==> config.mk <==
export PLATFORM = sky130hd
export DESIGN_NAME = da_dct_engine
export DESIGN_NICKNAME = d
export VERILOG_FILES = /design/src/rtl/da_dct_engine.sv
export SDC_FILE = /design/constraint.sdc
export NUM_CORES = 1
export LEC_CHECK = 0
export CELL_PAD_IN_SITES_DETAIL_PLACEMENT = 1
export CELL_PAD_IN_SITES_GLOBAL_PLACEMENT = 1
export CORE_MARGIN = 10
export CORE_UTILIZATION = 40
export CTS_CLUSTER_DIAMETER = 80
export CTS_CLUSTER_SIZE = 14
export DETAILED_ROUTE_END_ITERATION = 8
export PLACE_DENSITY_LB_ADDON = 0.1
export SYNTH_ARGS = -nofsm -noshare
export SYNTH_HDL_FRONTEND = slang
export SYNTH_SLANG_ARGS = --single-unit
==> constraint.sdc <==
create_clock -name clk -period 11.7 [get_ports clk]
set_clock_uncertainty 0.2 [all_clocks]
set_input_delay 2.34 -clock clk [delete_from_list [all_inputs] [get_ports clk]]
set_output_delay 2.34 -clock clk [all_outputs]
set_load 0.02 [all_outputs]
==> src/rtl/da_dct_engine.sv <==
// Bit-serial distributed-arithmetic inner product over eight signed samples, one DCT coefficient per block.
// Per bit slice, two 16-entry ROM words are summed and weighted by 2^b. The MSB slice is subtracted, which keeps two's-complement inputs exact.
module da_dct_engine #(
  parameter int W     = 8,
  parameter int ROM_W = 16,
  parameter int OUT_W = ROM_W + W + 1
) (
  input  logic                    clk,
  input  logic                    rst_n,
  input  logic [8*W-1:0]          x_in,
  input  logic                    in_valid,
  output logic                    in_ready,
  output logic [3:0]              addr_a,
  output logic [3:0]              addr_b,
  input  logic signed [ROM_W-1:0] rom_a_data,
  input  logic signed [ROM_W-1:0] rom_b_data,
  output logic signed [OUT_W-1:0] out_data,
  output logic                    out_valid,
  input  logic                    out_ready
);

  localparam int CW = (W > 1) ? $clog2(W) : 1;

  typedef enum logic [1:0] {IDLE, RUN, HOLD} state_t;

  state_t                  state;
  logic [CW-1:0]           b;
  logic [8*W-1:0]          smp;
  logic [8*W-1:0]          smp_sh;
  logic signed [OUT_W-1:0] acc;
  logic signed [ROM_W:0]   s_sum;
  logic signed [OUT_W-1:0] term;
  logic signed [OUT_W-1:0] next_acc;
  logic                    last;

  assign in_ready = (state == IDLE) || ((state == HOLD) && out_ready);

  // Shifting the sample register right by b puts bit b of every sample at a fixed position.
  assign smp_sh = smp >> b;

  always_comb begin
    addr_a = '0;
    addr_b = '0;
    if (state == RUN) begin
      for (int k = 0; k < 4; k++) begin
        addr_a[k] = smp_sh[k*W];
        addr_b[k] = smp_sh[(k+4)*W];
      end
    end
  end

  assign s_sum    = {rom_a_data[ROM_W-1], rom_a_data} + {rom_b_data[ROM_W-1], rom_b_data};
  assign term     = {{(OUT_W-ROM_W-1){s_sum[ROM_W]}}, s_sum} <<< b;
  assign last     = (b == CW'(W - 1));
  assign next_acc = last ? (acc - term) : (acc + term);

  always_ff @(posedge clk or negedge rst_n) begin
    if (!rst_n) begin
      state     <= IDLE;
      b         <= '0;
      smp       <= '0;
      acc       <= '0;
      out_data  <= '0;
      out_valid <= 1'b0;
    end else begin
      case (state)
        IDLE: begin
          if (in_valid) begin
            smp   <= x_in;
            b     <= '0;
            acc   <= '0;
            state <= RUN;
          end
        end
        RUN: begin
          if (last) begin
            out_data  <= next_acc;
            out_valid <= 1'b1;
            state     <= HOLD;
          end else begin
            acc <= next_acc;
            b   <= b + CW'(1);
          end
        end
        HOLD: begin
          if (out_ready) begin
            out_valid <= 1'b0;
            if (in_valid) begin
              smp   <= x_in;
              b     <= '0;
              acc   <= '0;
              state <= RUN;
            end else begin
              state <= IDLE;
            end
          end
        end
        default: state <= IDLE;
      endcase
    end
  end

endmodule

==> metrics.yaml <==
setup_path:
  startpoint_type: "input pin"
  critical_path_class: "in -> reg"
  required_ns: 11.81
  rrSetupSlack_ns: 5.64
  timing.rr.end: "acc[22]"
  r2r_cells: 19
  end_kind: "flip-flop"
  r2r_start: "b[0]"
  arrival_ns: 8.40
  worst-path-max-fanout: 4
clock_network:
  cts_setup_buffers: 0
  cts_buffers: 17
  cts-root-buf: "clkbuf_16"
  clk_pin_slew_ns: 0.06
  cts_tree: "yes"
  htreeDepth: 4
  clkLatencyLatePin_ns: 0.42
  clkSinkCount: 120
  ctsResizeCount: 0
  cts_buffer_depth: 2
  holdBufCountCts: 0
place:
  portBuffers: 134
  gp_congestion: 0.8198
  dp_cells: 1274
  dpl.hpwl_um: 19050
finish:
  finalNonFillerCells: 1307
  fin_nets: 1163
  layout-drive-gt1-share: 0.1688
  syn2layout_area_growth_pct: 24.80
  final_util: 0.5133
global_routing:
  grtUsageTotal: 0.1833
  gr-total-overflow: 0
  grt_pass1_wl_um: 42570
  grt_max_degree: 72
  grt_pass1_vias: 8148
  grt_antenna_before_repair: 0
power:
  pwr-share-seq: 0.198
  finalPower_mw: 3.846
  power.leakage_nw: 4.559
  p_per_area_mw_per_mm2: 353.2
  p_int_mw: 2.097
  clock_power_share: 0.139
  vdd_drop_max_mv: 0.1512
  combPwrFrac: 0.664
  power.switching_mw: 1.750
  swShare: 0.4549
die:
  die_area_sq_mm: 0.02813
  start_util: 0.4113
  core-area_sq_mm: 0.02122
  rows: 53
  ioPinCount: 135
  die_x_um: 167.7
  die_h_um: 167.7
routing:
  via_count: 7476
  dr.pass1.iters: 5
  vias_per_cell: 5.720
  dr.first_iter.drc_count: 251
  wl_per_cell_um: 19.72
  drc: 0
  antenna_left: 0
  drt_wl_total_um: 25780
hold_path:
  min_path_cells: 2
  hold_end: "out_data[12]"
  min_path_type: "reg -> reg"
  hold_start: "out_data[12]"
logic_synthesis:
  syn_area_per_cell_sq_um: 9.686
  synth_top_flop_cell: "dfrtp_1"
  ys_ff_latch: 120
  yosysTopAreaCell: "dfrtp_1"
  synth_cell_types: 88
  ys_top_cells_by_area: "dfrtp_1 (34%), mux2_2 (10%), ha_1 (6.2%), mux4_2 (4.6%), nand2_1 (4.1%)"
  synth_fp_nets: 1046
  yosys.area.top_type_share: 0.3441
  async_flop_share: 1.000
  syn_area_sq_mm: 0.008727
  syn_inst: 901
  synth_edf_count: 0
  yosys_warnings: 0
  ys_seq_area_frac: 0.3441
timing:
  finalSetupTns_ns: 0
  setup_viol: 0
  rsz0062_at_grt: "no"
  worstMarginPinSlew_ns: 0.9818
  relSlewSlack: 0.3286
  period_share: 0.7088
  report.final.hold_viol_count: 0
  fmax_ghz: 0.1206
  period_needed_ns: 8.293
  finalMaxSlewViolations: 0
job:
  drv_cap: 0
outcome:
  status: "finished clean"
==> cell families after synthesis <==
group / count (synthesis) / share of synthesized area
AO/OA/AOI/OAI: 263 / 0.2128
XOR/XNOR: 45 / 0.04602
adder cells (fa/ha/maj): 45 / 0.06624
buffers and inverters: 79 / 0.03627
flip-flops: 120 / 0.3441
multiplexers: 106 / 0.1589
AND/OR/NAND/NOR: 243 / 0.1358
==> sequential cells by signal, summed over array words and instances, names as in the netlist <==
signal and flops:
smp 64, acc 25, out_data 25, b 3, state 2, out_valid 1
==> stage by stage <==
| stage | instance area [sq um] | setup WS (ns) | hold slack, ns |
|---|---|---|---|
| 6_report | 10890 | 3.407 | 0.2791 |
| 2_1_floorplan | 8727 | 4.137 | 0.2563 |
| 4_1_cts | 10890 | 3.441 | 0.2851 |
| 3_5_place_dp | 10290 | 3.095 | 0.2712 |
| 3_3_place_gp | 10290 | 3.232 | 0.2640 |
| 5_1_grt | 10890 | 2.864 | 0.3053 |
==> critical path: stages <==
cell and delay [ns]:
clkdlybuf4s50_1 0.46, ha_1 0.21, inv_1 0.07, fa_1 0.43
nor2b_4 0.18, o211ai_2 0.14, a311oi_1 0.32, nor3_1 0.08
o32a_1 0.35, a31oi_1 0.38, nand4b_1 0.21, or4_1 0.49
and2_1 0.20, xnor2_1 0.13, ha_1 0.33, a21oi_1 0.20
o21ai_0 0.12, a21oi_1 0.20, nor3b_1 0.41, a211oi_1 0.21
o31a_1 0.32, or3_1 0.33, a32o_1 0.27
==> layout make-up <==
type / instances / area, sq um
Clock inverter: 14 / 165.2
Fill cell: 2401 / 10330
Inverter: 33 / 123.9
Antenna cell: 1 / 2.502
Sequential cell: 120 / 3004
Clock buffer: 18 / 429.2
Timing Repair Buffer: 144 / 1414
Multi-Input combinational cell: 702 / 5409
Tap cell: 275 / 344.1
==> power groups by stage <==
stage | Clock, mW | Combinational [mW] | Sequential [mW]
floorplan | 0 | 1.80 | 0.783
global placement | 0 | 2.51 | 0.756
detailed placement | 0 | 2.55 | 0.764
CTS | 0.548 | 2.58 | 0.763
global route | 0.566 | 2.85 | 0.787
finish | 0.534 | 2.55 | 0.760
==> cell usage after synthesis, types with 18 or more instances <==
cell type  number
o21ai_0        55
nand2_1        96
mux2_2         80
nand3_1        19
xor2_1         20
mux4_2         18
a21oi_1        55
inv_1          32
dfrtp_1       120
clkbuf_1       32
ha_1           43
a21o_1         20
xnor2_1        24
nor2_1         44
==> layer usage <==
metal	vias up	routed length (um)	part of all wire	global-route usage
met2	144	12510	0.49	0.3127
met4	0	320	0.012	0.04693
met3	24	1526	0.059	0.05454
met1	3728	11420	0.44	0.2205
li1	3580	-	-	-
met5	-	0	0	0
==> cell usage in the layout (no fill, tap or decap), drive strengths merged, types with 5 or more instances in the layout <==
cell type	instances
nor2	45
a22o	14
nand3	19
nand2	97
a21o	20
nand4	9
mux2i	8
and2	10
mux2	80
xnor2	25
inv	37
clkbuf	18
a31oi	15
o21ai	57
o211ai	12
dfrtp	120
mux4	18
nor3	15
o31ai	8
nand2b	8
xor2	20
a211oi	13
o2111ai	5
o21a	9
and3	10
ha	43
buf	11
nor2b	8
a21oi	60
clkdlybuf4s50	133
==> worst max-delay path by stage <==
stage             startpoint            to  slack (ns)  cells after the start
3_3_place_gp   rom_a_data[0]       acc[21]        3.23                     23
3_5_place_dp   rom_a_data[0]       acc[21]        3.09                     23
4_1_cts        rom_a_data[0]       acc[21]        3.44                     23
6_report       rom_a_data[0]       acc[21]        3.41                     23
5_1_grt        rom_a_data[0]  out_data[22]        2.86                     25
2_1_floorplan  rom_a_data[0]       acc[21]        4.14                     22
No activity file was read; power rests on OpenSTA's default activity.
